`src/rtl/lap_stopwatch_pkg.sv`:
```
// Shared definitions for the lap stopwatch slice.
// Contents: FSM state type, time-field widths, radix limits, the packed
// time/lap record and helpers that convert between a time record and a
// stored lap word.
package stopwatch_pkg;

    typedef enum logic [1:0] {
        ST_IDLE    = 2'd0,
        ST_RUNNING = 2'd1,
        ST_PAUSED  = 2'd2
    } sw_state_t;

    localparam int HOUR_W = 7;
    localparam int MIN_W  = 6;
    localparam int SEC_W  = 6;
    localparam int CS_W   = 7;
    localparam int LAP_W  = HOUR_W + MIN_W + SEC_W + CS_W;

    localparam int CS_MAX  = 99;
    localparam int SEC_MAX = 59;
    localparam int MIN_MAX = 59;

    // Field order matches the stored lap layout {h, m, s, cs}.
    typedef struct packed {
        logic [HOUR_W-1:0] h;
        logic [MIN_W-1:0]  m;
        logic [SEC_W-1:0]  s;
        logic [CS_W-1:0]   cs;
    } sw_time_t;

    function automatic logic [LAP_W-1:0] pack_lap(input sw_time_t t);
        return t;
    endfunction

    function automatic sw_time_t unpack_lap(input logic [LAP_W-1:0] w);
        return w;
    endfunction

endpackage

```
`src/rtl/lap_stopwatch_if.sv`:
```
// Button/display bundle of the lap stopwatch.
// master: the button/selector side (debouncers, board logic) driving the
//         controls and reading the display fields and lap status.
// slave:  the stopwatch itself.
// Controls: start_pause, lap, reset, clear, view_lap, lap_sel.
// Status:   hour, minute, second, m_sec, running, lap_count, lap_full,
//           lap_valid.
interface lap_stopwatch_if
    import stopwatch_pkg::*;
#(
    parameter int LAP_DEPTH = 8
) ();

    localparam int SEL_W = (LAP_DEPTH > 1) ? $clog2(LAP_DEPTH) : 1;
    localparam int CNT_W = $clog2(LAP_DEPTH + 1);

    logic             start_pause;
    logic             lap;
    logic             reset;
    logic             clear;
    logic             view_lap;
    logic [SEL_W-1:0] lap_sel;

    logic [HOUR_W-1:0] hour;
    logic [MIN_W-1:0]  minute;
    logic [SEC_W-1:0]  second;
    logic [CS_W-1:0]   m_sec;
    logic              running;
    logic [CNT_W-1:0]  lap_count;
    logic              lap_full;
    logic              lap_valid;

    modport master (
        output start_pause, lap, reset, clear, view_lap, lap_sel,
        input  hour, minute, second, m_sec, running, lap_count, lap_full, lap_valid
    );

    modport slave (
        input  start_pause, lap, reset, clear, view_lap, lap_sel,
        output hour, minute, second, m_sec, running, lap_count, lap_full, lap_valid
    );

endinterface

```
`src/rtl/lap_stopwatch_time.sv`:
```
// time_counter: clock prescaler plus cascaded HH:MM:SS.cc counter.
// Ports:
//   clock, reset_n : clock and synchronous active-low reset
//   run            : advance the prescaler (FSM is RUNNING)
//   zero           : return prescaler and time to zero
//   tick           : high on the edge where the centisecond advances
//   now            : current time value
// The prescaler holds while run is low so a pause keeps a partial tick.
module time_counter
    import stopwatch_pkg::*;
#(
    parameter int DIV       = 500000,
    parameter int HOUR_WRAP = 100
) (
    input  logic     clock,
    input  logic     reset_n,
    input  logic     run,
    input  logic     zero,
    output logic     tick,
    output sw_time_t now
);

    localparam int PS_W = $clog2(DIV);

    logic [PS_W-1:0] presc;
    sw_time_t        t_q;
    sw_time_t        t_next;

    assign tick = run && (presc == PS_W'(DIV - 1));
    assign now  = t_q;

    always_comb begin
        t_next = t_q;
        if (t_q.cs != CS_W'(CS_MAX)) begin
            t_next.cs = t_q.cs + CS_W'(1);
        end else begin
            t_next.cs = '0;
            if (t_q.s != SEC_W'(SEC_MAX)) begin
                t_next.s = t_q.s + SEC_W'(1);
            end else begin
                t_next.s = '0;
                if (t_q.m != MIN_W'(MIN_MAX)) begin
                    t_next.m = t_q.m + MIN_W'(1);
                end else begin
                    t_next.m = '0;
                    t_next.h = (t_q.h == HOUR_W'(HOUR_WRAP - 1)) ? '0 : t_q.h + HOUR_W'(1);
                end
            end
        end
    end

    // Time is only written on a tick or a zero so it is otherwise left alone.
    always_ff @(posedge clock) begin
        if (!reset_n || zero) begin
            presc <= '0;
            t_q   <= '0;
        end else if (run) begin
            if (tick) begin
                presc <= '0;
                t_q   <= t_next;
            end else begin
                presc <= presc + PS_W'(1);
            end
        end
    end

endmodule

```
`src/rtl/lap_stopwatch.sv`:
```
// lap_stopwatch: run/pause/reset key FSM, time counter and lap buffer.
// Ports:
//   clock, reset_n : clock and synchronous active-low reset
//   sw (slave)     : debounced button levels, display select, display
//                    fields (registered), running, lap_count, lap_full,
//                    lap_valid
// Button events are one-cycle pulses after a registered 0->1 transition.
// Laps live in a circular buffer; the newest entry sits just below wr_ptr.
module lap_stopwatch
    import stopwatch_pkg::*;
#(
    parameter int CLK_HZ        = 50000000,
    parameter int TICK_HZ       = 100,
    parameter int HOUR_WRAP     = 100,
    parameter int LAP_DEPTH     = 8,
    parameter int LAP_OVERWRITE = 0
) (
    input logic            clock,
    input logic            reset_n,
    lap_stopwatch_if.slave sw
);

    localparam int DIV   = CLK_HZ / TICK_HZ;
    localparam int PTR_W = (LAP_DEPTH > 1) ? $clog2(LAP_DEPTH) : 1;
    localparam int CNT_W = $clog2(LAP_DEPTH + 1);

    // ---------------- edge detect ----------------
    // Bit order: {clear, reset, lap, start_pause}.
    logic [3:0] btn_raw;
    logic [3:0] btn_q;
    logic [3:0] btn_prev;
    logic [3:0] btn_ev;

    assign btn_raw = {sw.clear, sw.reset, sw.lap, sw.start_pause};
    assign btn_ev  = btn_q & ~btn_prev;

    // History resets high so a button held through reset stays silent.
    always_ff @(posedge clock) begin
        if (!reset_n) begin
            btn_q    <= '1;
            btn_prev <= '1;
        end else begin
            btn_q    <= btn_raw;
            btn_prev <= btn_q;
        end
    end

    logic sp_ev, lap_ev, rst_ev, clr_ev;
    assign sp_ev  = btn_ev[0];
    assign lap_ev = btn_ev[1];
    assign rst_ev = btn_ev[2];
    assign clr_ev = btn_ev[3];

    // ---------------- FSM ----------------
    sw_state_t state;
    logic      running_q;

    always_ff @(posedge clock) begin
        if (!reset_n) begin
            state     <= ST_IDLE;
            running_q <= 1'b0;
        end else begin
            case (state)
                ST_IDLE: begin
                    if (sp_ev) begin
                        state     <= ST_RUNNING;
                        running_q <= 1'b1;
                    end
                end
                ST_RUNNING: begin
                    if (sp_ev) begin
                        state     <= ST_PAUSED;
                        running_q <= 1'b0;
                    end
                end
                ST_PAUSED: begin
                    if (rst_ev) begin
                        state     <= ST_IDLE;
                        running_q <= 1'b0;
                    end else if (sp_ev) begin
                        state     <= ST_RUNNING;
                        running_q <= 1'b1;
                    end
                end
                default: begin
                    state     <= ST_IDLE;
                    running_q <= 1'b0;
                end
            endcase
        end
    end

    // ---------------- time counter ----------------
    logic     run;
    logic     zero;
    logic     tick_unused;
    sw_time_t now;

    assign run  = (state == ST_RUNNING);
    assign zero = (state == ST_PAUSED) && rst_ev;

    time_counter #(
        .DIV       (DIV),
        .HOUR_WRAP (HOUR_WRAP)
    ) u_tc (
        .clock   (clock),
        .reset_n (reset_n),
        .run     (run),
        .zero    (zero),
        .tick    (tick_unused),
        .now     (now)
    );

    // ---------------- lap buffer ----------------
    logic [PTR_W-1:0] wr_ptr;
    logic [PTR_W-1:0] ptr_next;
    logic [CNT_W-1:0] lap_count_q;
    logic [LAP_W-1:0] lap_mem [LAP_DEPTH];
    logic             full;
    logic             valid;
    logic             cap_ev;
    logic             wr_en;
    logic [PTR_W-1:0] rd_idx;

    assign full     = (lap_count_q == CNT_W'(LAP_DEPTH));
    assign valid    = (CNT_W'(sw.lap_sel) < lap_count_q);
    // `now` is the pre-edge time, so a tick on the same edge is not seen.
    assign cap_ev   = lap_ev && (state == ST_RUNNING) && !clr_ev;
    assign wr_en    = cap_ev && (!full || (LAP_OVERWRITE != 0));
    assign ptr_next = (wr_ptr == PTR_W'(LAP_DEPTH - 1)) ? '0 : wr_ptr + PTR_W'(1);

    // Offset by 2*LAP_DEPTH keeps the modulo operand non-negative for any lap_sel.
    always_comb begin
        rd_idx = PTR_W'((int'(wr_ptr) + 2 * LAP_DEPTH - 1 - int'(sw.lap_sel)) % LAP_DEPTH);
    end

    always_ff @(posedge clock) begin
        if (!reset_n) begin
            wr_ptr      <= '0;
            lap_count_q <= '0;
        end else if (clr_ev) begin
            wr_ptr      <= '0;
            lap_count_q <= '0;
        end else if (wr_en) begin
            wr_ptr <= ptr_next;
            if (!full) begin
                lap_count_q <= lap_count_q + CNT_W'(1);
            end
        end
    end

    always_ff @(posedge clock) begin
        if (wr_en) begin
            lap_mem[wr_ptr] <= pack_lap(now);
        end
    end

    // ---------------- display mux ----------------
    sw_time_t disp_q;

    always_ff @(posedge clock) begin
        if (!reset_n) begin
            disp_q <= '0;
        end else if (!sw.view_lap) begin
            disp_q <= now;
        end else if (valid) begin
            disp_q <= unpack_lap(lap_mem[rd_idx]);
        end else begin
            disp_q <= '0;
        end
    end

    assign sw.hour      = disp_q.h;
    assign sw.minute    = disp_q.m;
    assign sw.second    = disp_q.s;
    assign sw.m_sec     = disp_q.cs;
    assign sw.running   = running_q;
    assign sw.lap_count = lap_count_q;
    assign sw.lap_full  = full;
    assign sw.lap_valid = valid;

endmodule

```
`src/flat_wrapper.sv`:
```
// flat-port wrapper written by rule: the top's interface ports become plain ports
module lap_stopwatch_flat import stopwatch_pkg::*;
#(
    parameter int CLK_HZ        = 50000000,
    parameter int TICK_HZ       = 100,
    parameter int HOUR_WRAP     = 100,
    parameter int LAP_DEPTH     = 8,
    parameter int LAP_OVERWRITE = 0
)
  (clock, reset_n, sw_start_pause, sw_lap, sw_reset, sw_clear, sw_view_lap, sw_lap_sel, sw_hour, sw_minute, sw_second, sw_m_sec, sw_running, sw_lap_count, sw_lap_full, sw_lap_valid);
  lap_stopwatch_if #(.LAP_DEPTH(LAP_DEPTH)) sw_i ();
  input logic clock;
  input logic reset_n;
  input wire logic [$bits(sw_i.start_pause)-1:0] sw_start_pause;
  input wire logic [$bits(sw_i.lap)-1:0] sw_lap;
  input wire logic [$bits(sw_i.reset)-1:0] sw_reset;
  input wire logic [$bits(sw_i.clear)-1:0] sw_clear;
  input wire logic [$bits(sw_i.view_lap)-1:0] sw_view_lap;
  input wire logic [$bits(sw_i.lap_sel)-1:0] sw_lap_sel;
  output wire logic [$bits(sw_i.hour)-1:0] sw_hour;
  output wire logic [$bits(sw_i.minute)-1:0] sw_minute;
  output wire logic [$bits(sw_i.second)-1:0] sw_second;
  output wire logic [$bits(sw_i.m_sec)-1:0] sw_m_sec;
  output wire logic [$bits(sw_i.running)-1:0] sw_running;
  output wire logic [$bits(sw_i.lap_count)-1:0] sw_lap_count;
  output wire logic [$bits(sw_i.lap_full)-1:0] sw_lap_full;
  output wire logic [$bits(sw_i.lap_valid)-1:0] sw_lap_valid;
  assign sw_i.start_pause = sw_start_pause;
  assign sw_i.lap = sw_lap;
  assign sw_i.reset = sw_reset;
  assign sw_i.clear = sw_clear;
  assign sw_i.view_lap = sw_view_lap;
  assign sw_i.lap_sel = sw_lap_sel;
  assign sw_hour = sw_i.hour;
  assign sw_minute = sw_i.minute;
  assign sw_second = sw_i.second;
  assign sw_m_sec = sw_i.m_sec;
  assign sw_running = sw_i.running;
  assign sw_lap_count = sw_i.lap_count;
  assign sw_lap_full = sw_i.lap_full;
  assign sw_lap_valid = sw_i.lap_valid;
  lap_stopwatch #(.CLK_HZ(CLK_HZ), .TICK_HZ(TICK_HZ), .HOUR_WRAP(HOUR_WRAP), .LAP_DEPTH(LAP_DEPTH), .LAP_OVERWRITE(LAP_OVERWRITE)) u_core (.clock(clock), .reset_n(reset_n), .sw(sw_i));
endmodule
```
`config.mk`:
```
export PLATFORM = sky130hd
export DESIGN_NAME = lap_stopwatch_flat
export DESIGN_NICKNAME = d
export VERILOG_FILES = /design/src/rtl/lap_stopwatch_pkg.sv /design/src/rtl/lap_stopwatch_if.sv /design/src/rtl/lap_stopwatch_time.sv /design/src/rtl/lap_stopwatch.sv /design/src/flat_wrapper.sv
export SDC_FILE = /design/constraint.sdc
export NUM_CORES = 1
export LEC_CHECK = 0
export ABC_AREA = 1
export CAP_MARGIN = 25
export CELL_PAD_IN_SITES_DETAIL_PLACEMENT = 1
export CELL_PAD_IN_SITES_GLOBAL_PLACEMENT = 2
export CORE_ASPECT_RATIO = 1.1
export CORE_MARGIN = 5
export CORE_UTILIZATION = 25
export CTS_CLUSTER_DIAMETER = 200
export DETAILED_ROUTE_END_ITERATION = 10
export GPL_ROUTABILITY_DRIVEN = 1
export PLACE_DENSITY_LB_ADDON = 0.3
export SYNTH_ARGS = -nofsm -noshare
export SYNTH_HDL_FRONTEND = slang
export SYNTH_SLANG_ARGS = --single-unit
```
`constraint.sdc`:
```
create_clock -name clock -period 3.6 [get_ports clock]
set_input_delay 0.36 -clock clock [delete_from_list [all_inputs] [get_ports clock]]
set_output_delay 0.36 -clock clock [all_outputs]
set_load 0.05 [all_outputs]
```
==> summary by stage, run 1 <==
Global route
The aggregate global-route resource usage is 0.134. The global-route wire length before repair is 57000 um. The via count of the first global-routing pass is 9734.

The leftover overflow at the end of global routing is 0. The number of antenna violations at the first check in global routing is 0. Entering global routing, the biggest net connects 54 pins. The global routing stage identified its most utilized layer as met2.

For met1 alone, demand over resource in global routing was 0.171. For this run, global-route usage on met3 was measured as 0.0260. For this run, global-route usage on met2 was measured as 0.234.

Floorplan
The starting density of the core is 0.252. The floorplan step defined a die boundary enclosing 55100 um2. The total I/O pin count is 43.

The chip width is 224 um. From bottom edge to top edge, the die measures 246 um. The row count is 86. The core region is 50000 um2.

Critical path
The setup path with the least slack is of type reg2out. Along the worst path, the maximum fanout reaches 4. The count of cells along the worst register-to-register path is 10. The data required time at the worst endpoint is 3.24 ns.

Data on the critical path arrives at its endpoint at 2.67 ns. The worst setup path is launched from a flip-flop. STA classifies the critical path endpoint as a primary output. In this run the critical register-to-register path is captured at u_core.lap_mem[3][24]. In this run the register-to-register setup slack is 0.77 ns.

The launch instance of the worst register-to-register path is u_core.sw.lap_count[1].

Finish
The number of inserted filler cells in the final layout is 5682. Compared with the post-synthesis result, the final layout area differs by 21.4%. The proportion of layout cells with a drive suffix above 1 is 0.0927. The finished layout cell area is 15300 um2. Summing all multi-input logic gate instances after layout gives 4070 um2. Leaving out filler cells and counting taps, the final layout contains 2073. Across the whole layout, storage elements account for 8030 um2. The final antenna diode count is 0.

At the end of the flow the core is filled with cells to 0.307. The final layout contains 1408 nets.

Synth
The share of synthesized area occupied by flip-flops and latches is 0.636. The netlist area before placement is 12600 um2. The proportion of netlist area held by the largest area contributor is 0.495. The number of standard cells after synthesis is 1324. In the post-synthesis netlist, the cell with the most instances is nand2_1. Synthesis produced a netlist with a net count of 1347. The proportion of synthesized flip-flops having asynchronous set or reset is 0.

The number of enable-type register cells in the synthesized netlist is 208. In this run, distinct cell masters in the synthesized netlist total 44. Ranked by total cell area, the synthesized netlist is headed by edfxtp_1 49%, dfxtp_1 14%, nand2_1 12%, nand3_1 5.3%, nor2_1 5.1%. The number of register bits inferred by synthesis is 297.

The most used flip-flop cell after synthesis is edfxtp_1. For this run, the number of Yosys warnings is 0. Counting instances in the post-synthesis netlist gives the leading cell types as 414 x nand2_1, 208 x edfxtp_1, 172 x nor2_1. The cell taking the most area after synthesis is edfxtp_1. The synthesized area per cell is 9.54 um2.

Timing
The maximum clock frequency is 330 MHz. Measured against its own limit, the worst slew margin works out to 0.529. The count of endpoints failing hold in the final timing report is 0.

The clock arrives with 0.0172 ns of skew. Setup repair after global routing left no endpoint under its margin. The minimum clock period is 3.03 ns. The worst-case hold slack is 0.391 ns. In the finished design, the share of the clock period the worst path needs comes to 0.841.

The total setup violations reported at the end of the flow is 0. For the pin with the worst max-slew slack, the measured transition is 0.706 ns. The number of pins with negative max-slew slack in the final report came to 0.

Detailed routing
The via count is 9155. The number of remaining DRC errors is 0. The first routing iteration left 394 violations. The first detailed-routing pass ran for 4 iterations. The routed design has 36800 um of wire. The number of routed nets with antenna violations is 0.

The wire length per cell after detailed routing is 17.7 um. The number of vias per cell is 4.42.

Clock network
The TritonCTS clock tree is built. The number of buffers added for setup after CTS is 0. The register clock-pin slew on the reported worst setup and hold paths is 0.06 ns. The total clock buffers created by CTS is 37. The root buffer selected by CTS is clkbuf_16. The TritonCTS sink count is 297. In this run the deepest clock path goes through 3 buffers.

The number of buffers inserted for hold repair after clock tree synthesis is 0. The number of gates given a new drive strength after cts is 0. The clock latency reported for the late side of the worst-skew pair is 0.54 ns. The CTS H-tree depth is 2.

Run status
The flow ran to the end, and the final reports show no timing, DRC or antenna violations.

Place
In this run, placement finished with an instance count of 2006. The total of buffers placed on input and output ports is 42. The placed wire-length estimate after detailed placement is 22200 um. The global placement routability congestion is 0.713.

Summing all placed instances gives a cell area of 14100 um2.

Min path
The worst hold path passes through 2 cells. In this run the most critical hold path is launched from sw_reset. In this run the worst hold path is classified as in2reg.

The path with the worst hold slack has its endpoint at u_core.btn_q[2].

Pwr
After layout, the design draws a total of 7830 uW. The worst IR drop on VDD is 0.000284 V. The static leakage is 0.00590 uW.

The areal power density over the cells is 511 nW/um2.

Flow run
Max-cap violations in this run came to 0.
==> sequential cells by signal, summed over array words and instances (netlist names) <==
name and count:
u_core.sw.second 6, u_core.u_tc.now 26, u_core.sw.lap_count 4, u_core.lap_mem 208, u_core.wr_ptr 3, u_core.sw.m_sec 7, u_core.btn_q 4, u_core.sw.running 1
u_core.u_tc.presc 19, u_core.sw.minute 6, u_core.sw.hour 7, u_core.btn_prev 4, u_core.state 2
==> critical path, cell delays in order (launching register included) <==
cell             delay (ns)
dfxtp_1                0.38
inv_1                  0.13
ha_1                   0.31
o21ai_1                0.07
nand2_1                0.10
nand3_1                0.10
o21ai_0                0.14
inv_1                  0.09
clkdlybuf4s50_1        0.81
==> worst max path at each step <==
stage | from | to | slack (ns)
after floorplan | u_core.sw.lap_count[1] | u_core.lap_mem[6][0] | -0.52
after global placement | sw_lap_sel[0] | u_core.sw.minute[3] | 0.63
after detailed placement | sw_lap_sel[0] | u_core.sw.minute[2] | 0.63
after CTS | u_core.sw.lap_count[1] | sw_lap_valid | 0.48
after global routing | u_core.sw.lap_count[1] | sw_lap_valid | 0.46
final | u_core.sw.lap_count[1] | sw_lap_valid | 0.57
==> through the flow <==
| step | setup slack, ns | TNS, ns |
|---|---|---|
| after global routing | 0.462 | 0 |
| after floorplan | -0.520 | -40.59 |
| after CTS | 0.482 | 0 |
| final | 0.574 | 0 |
| after global placement | 0.630 | 0 |
| after detailed placement | 0.625 | 0 |
==> cells by family after synthesis <==
logic type,after synthesis,synth area share
compound gates,73,0.0316
fa+ha+maj,13,0.0135
buf+inv,150,0.0506
xor+xnor,13,0.0108
simple gates,778,0.258
flops,297,0.636
==> cells in the final DEF, fill, tap and decap left out, types with 6 or more instances in the layout <==
cell type / netlist / routed
nand3_1: 134 / 134
xor2_1: 10 / 10
buf_12: 0 / 10
nor3_1: 27 / 21
nand2_1: 414 / 414
nor2_1: 172 / 170
o21ai_0: 19 / 19
inv_2: 12 / 12
buf_4: 1 / 19
clkbuf_1: 20 / 7
ha_1: 12 / 11
o21ai_1: 11 / 11
dfxtp_1: 89 / 89
nand4_1: 7 / 7
clkinv_1: 1 / 6
clkdlybuf4s50_1: 0 / 42
clkbuf_16: 0 / 39
or2_2: 6 / 6
edfxtp_1: 208 / 208
inv_1: 87 / 87
a21oi_1: 32 / 32
==> layer usage <==
metal / wire, um / up-vias
li1: - / 4483
met1: 16800 / 4515
met2: 18000 / 112
met3: 1380 / 45
met4: 554 / 0
met5: 0 / -
==> area by class of cell <==
class                           instances  area share
Timing Repair Buffer                   72      0.0516
Clock inverter                         16      0.0118
Sequential cell                       297       0.523
Inverter                              100      0.0245
Clock buffer                           51      0.0698
Tap cell                              660      0.0538
Multi-Input combinational cell        877       0.265
==> power breakdown <==
group / internal (uW) / switching, uW
Sequential: 3620 / 7.07
Combinational: 123 / 266
Clock: 2370 / 1440
Power figures use the tool's default switching activity.
==> inputs of run 2 (changes only) <==
clock period = 2.5 ns   (was 3.6 ns; I/O delays follow)
==> summary by stage, run 2 (synthesis results as in run 1) <==
Run status
The run finished with clean final reports.

Clock network
TritonCTS built the clock tree. The TritonCTS sink count is 297. The CTS H-tree depth is 2.

Once the clock tree was built, the setup fixing pass inserted 0 buffers. The root buffer selected by CTS is clkbuf_16. The maximum clock path buffer count is 3. The number of buffers inserted for hold repair after clock tree synthesis is 0. The total clock buffers created by CTS is 37. The clock latency reported for the late side of the worst-skew pair is 0.55 ns. Clock-pin slew was measured on the worst setup and hold paths at 0.06 ns.

The number of gates resized after CTS was 0.

Timing
The number of pins with negative max-slew slack in the final report is 0. Setup total negative slack on the finished layout was measured at 0 ns. The final worst clock skew is 0.0234 ns. The relative slew slack is 0.506.

The maximum clock frequency is 417 MHz. The minimum clock period is 2.40 ns. In the finished design, the share of the clock period the worst path needs comes to 0.960. The total setup violations reported at the end of the flow is 0. Setup repair after global routing left no endpoint under its margin.

The measured slew at the worst slew-check pin is 0.739 ns. The count of endpoints failing hold in the final timing report came to 0.

Floorplan
From bottom edge to top edge, the die measures 246 um. The floorplan step defined a die boundary enclosing 55100 um2. The floorplan step defined a core boundary enclosing 50000 um2. The chip width is 224 um. The floorplan has 86 rows.

During I/O placement, the number of pins put on the boundary was 43. The starting density of the core is 0.252.

Finish
Summing all flip-flop and latch instances after layout gives 8040 um2. Of the cells placed in the final design, the portion with a size suffix greater than 1 is 0.118. The register name with the most flops is u_core.lap_mem.

The layout has 5669 filler cells. The non-filler instance count after layout is 2094. The signed area change from the synthesized netlist to the final layout is 24.2%. The register with the most flip-flops in the layout has 208 of them. In the final layout, the multi-input gates occupy 4120 um2. The most common cell after layout, fill and taps aside is nand2_1.

Leaving out fill and tap cells, the most frequent cells in the layout are 412 x nand2_1, 208 x edfxtp_1, 169 x nor2_1, 134 x nand3_1. The finished cells cover 15700 um2. The repair_antennas step left the layout with diodes totalling 0. The net count of the finished layout is 1428.

Pwr
IR analysis of the VDD net gives a maximum drop of 0.000358 V. The share of total power dissipated in combinational logic is 0.051. The areal power density over the cells is 727 nW/um2.

Of the total power, the share spent switching nets is 0.222. Of the total power, the clock network draws 0.491. The sequential cell fraction of total power is 0.458. The internal portion of the total power is 8860 uW. For this design the static power due to leakage is 0.00608 uW. The net switching power is 2530 uW.

Detailed routing
After detailed routing, the total wire length is 36500 um. The via count is 9226. The number of search-and-repair iterations in the first detailed-routing pass is 5.

After detailed routing, the number of vias per cell comes to 4.41. The wire length per cell after detailed routing is 17.5 um. After the first detailed-routing iteration, the DRC count stood at 479. The number of routed nets with antenna violations is 0. The number of remaining DRC errors is 0.

Critical path
The critical path depth in cells is 5. The gate family responsible for the most delay along the worst path is buffers and inverters. The count of cells along the worst register-to-register path is 9.

Along the worst path, the maximum fanout reaches 4. In this design, the stage delay of the slowest critical-path cell is 0.83 ns. The worst setup path is launched from a flip-flop. The path type of the worst setup path is reg2out. Together, buffers and inverters on the worst path number 2. The standard cell with the maximum stage delay on the critical path is clkdlybuf4s50_1. The critical path ends at sw_lap_full. The arrival time at the worst endpoint is 2.15 ns. The data required time at the worst endpoint is 2.25 ns. The type of destination of the critical path is a primary output. The launch instance of the worst register-to-register path is u_core.sw.lap_count[1]. The worst setup slack for register-to-register paths is 0.25 ns. Walking the worst path, the cells encountered are inv_4, ha_4, nand2_2, nor2_4, clkdlybuf4s50_1. In this run the critical register-to-register path is captured at u_core.lap_mem[4][10]. The launch point of the critical path is u_core.sw.lap_count[1].

Place
The placed instance count is 2026. In this run the cell area measured after placement is 14400 um2. The wire-length estimate of the detail-placed layout is 22700 um.

The global placement routability congestion is 0.744. The count of buffers added on input and output ports is 42.

Global route
The first global-routing pass estimated 57200 um of wire. The via count of the first global-routing pass is 9764. Entering global routing, the biggest net connects 59 pins. The number of antenna violations at the first check in global routing was 0. The leftover overflow at the end of global routing is 0. In the global route stage, overall resource usage came out at 0.133.

Flow run
The number of maximum-capacitance violations is 0.

Min path
The worst hold-check path type is in2reg.
## run 2: cell types whose count changed in the layout (fill, tap and decap cells not counted), sizes merged
cell | previous run | this run
bufinv | 4 | 6
clkinv | 11 | 16
buf | 30 | 51
clkdlybuf4s50 | 42 | 41
clkbuf | 51 | 45
## run 2: per-stage QoR
step | util | worst slack, ns | hold WS, ns | total power [uW]
after CTS | 0.313 | 0.0362 | 0.241 | 11600
after floorplan | - | -0.0855 | 0.319 | 5690
after global placement | 0.288 | -0.0313 | 0.398 | 5920
after detailed placement | 0.288 | -0.0478 | 0.403 | 5930
final | 0.313 | 0.0997 | 0.278 | 11400
after global routing | 0.313 | 0.0209 | 0.275 | 11800
## run 2: power groups by stage
stage | Sequential (uW) | Combinational (uW) | Clock, uW
floorplan | 5370 | 321 | 0
global placement | 5330 | 590 | 0
detailed placement | 5330 | 596 | 0
CTS | 5220 | 597 | 5790
global route | 5220 | 649 | 5980
finish | 5230 | 578 | 5600
## run 2: worst min-delay path by stage
stage,slack (ns),cells after the start,to,from
3_5_place_dp,0.40,2,u_core.btn_prev[2],u_core.btn_q[2]
6_report,0.28,2,u_core.btn_q[3],sw_clear
3_3_place_gp,0.40,2,u_core.btn_prev[2],u_core.btn_q[2]
2_1_floorplan,0.32,1,u_core.btn_prev[0],reset_n
4_1_cts,0.24,2,u_core.btn_q[3],sw_clear
5_1_grt,0.28,2,u_core.btn_q[0],sw_start_pause
## run 2: area by class of cell
type / instances / share of cell area
Tap cell: 660 / 0.0527
Multi-Input combinational cell: 877 / 0.262
Clock buffer: 45 / 0.0629
Clock inverter: 23 / 0.0187
Inverter: 100 / 0.0243
Timing Repair Buffer: 92 / 0.0665
Sequential cell: 297 / 0.512
## run 2: metal layers
| layer | global-route usage | vias up | wire, um |
|---|---|---|---|
| met3 | 0.0203 | 57 | 1210 |
| li1 | - | 4534 | - |
| met5 | 0 | - | 0 |
| met2 | 0.234 | 112 | 18000 |
| met1 | 0.168 | 4523 | 16400 |
| met4 | 0.0416 | 0 | 916 |
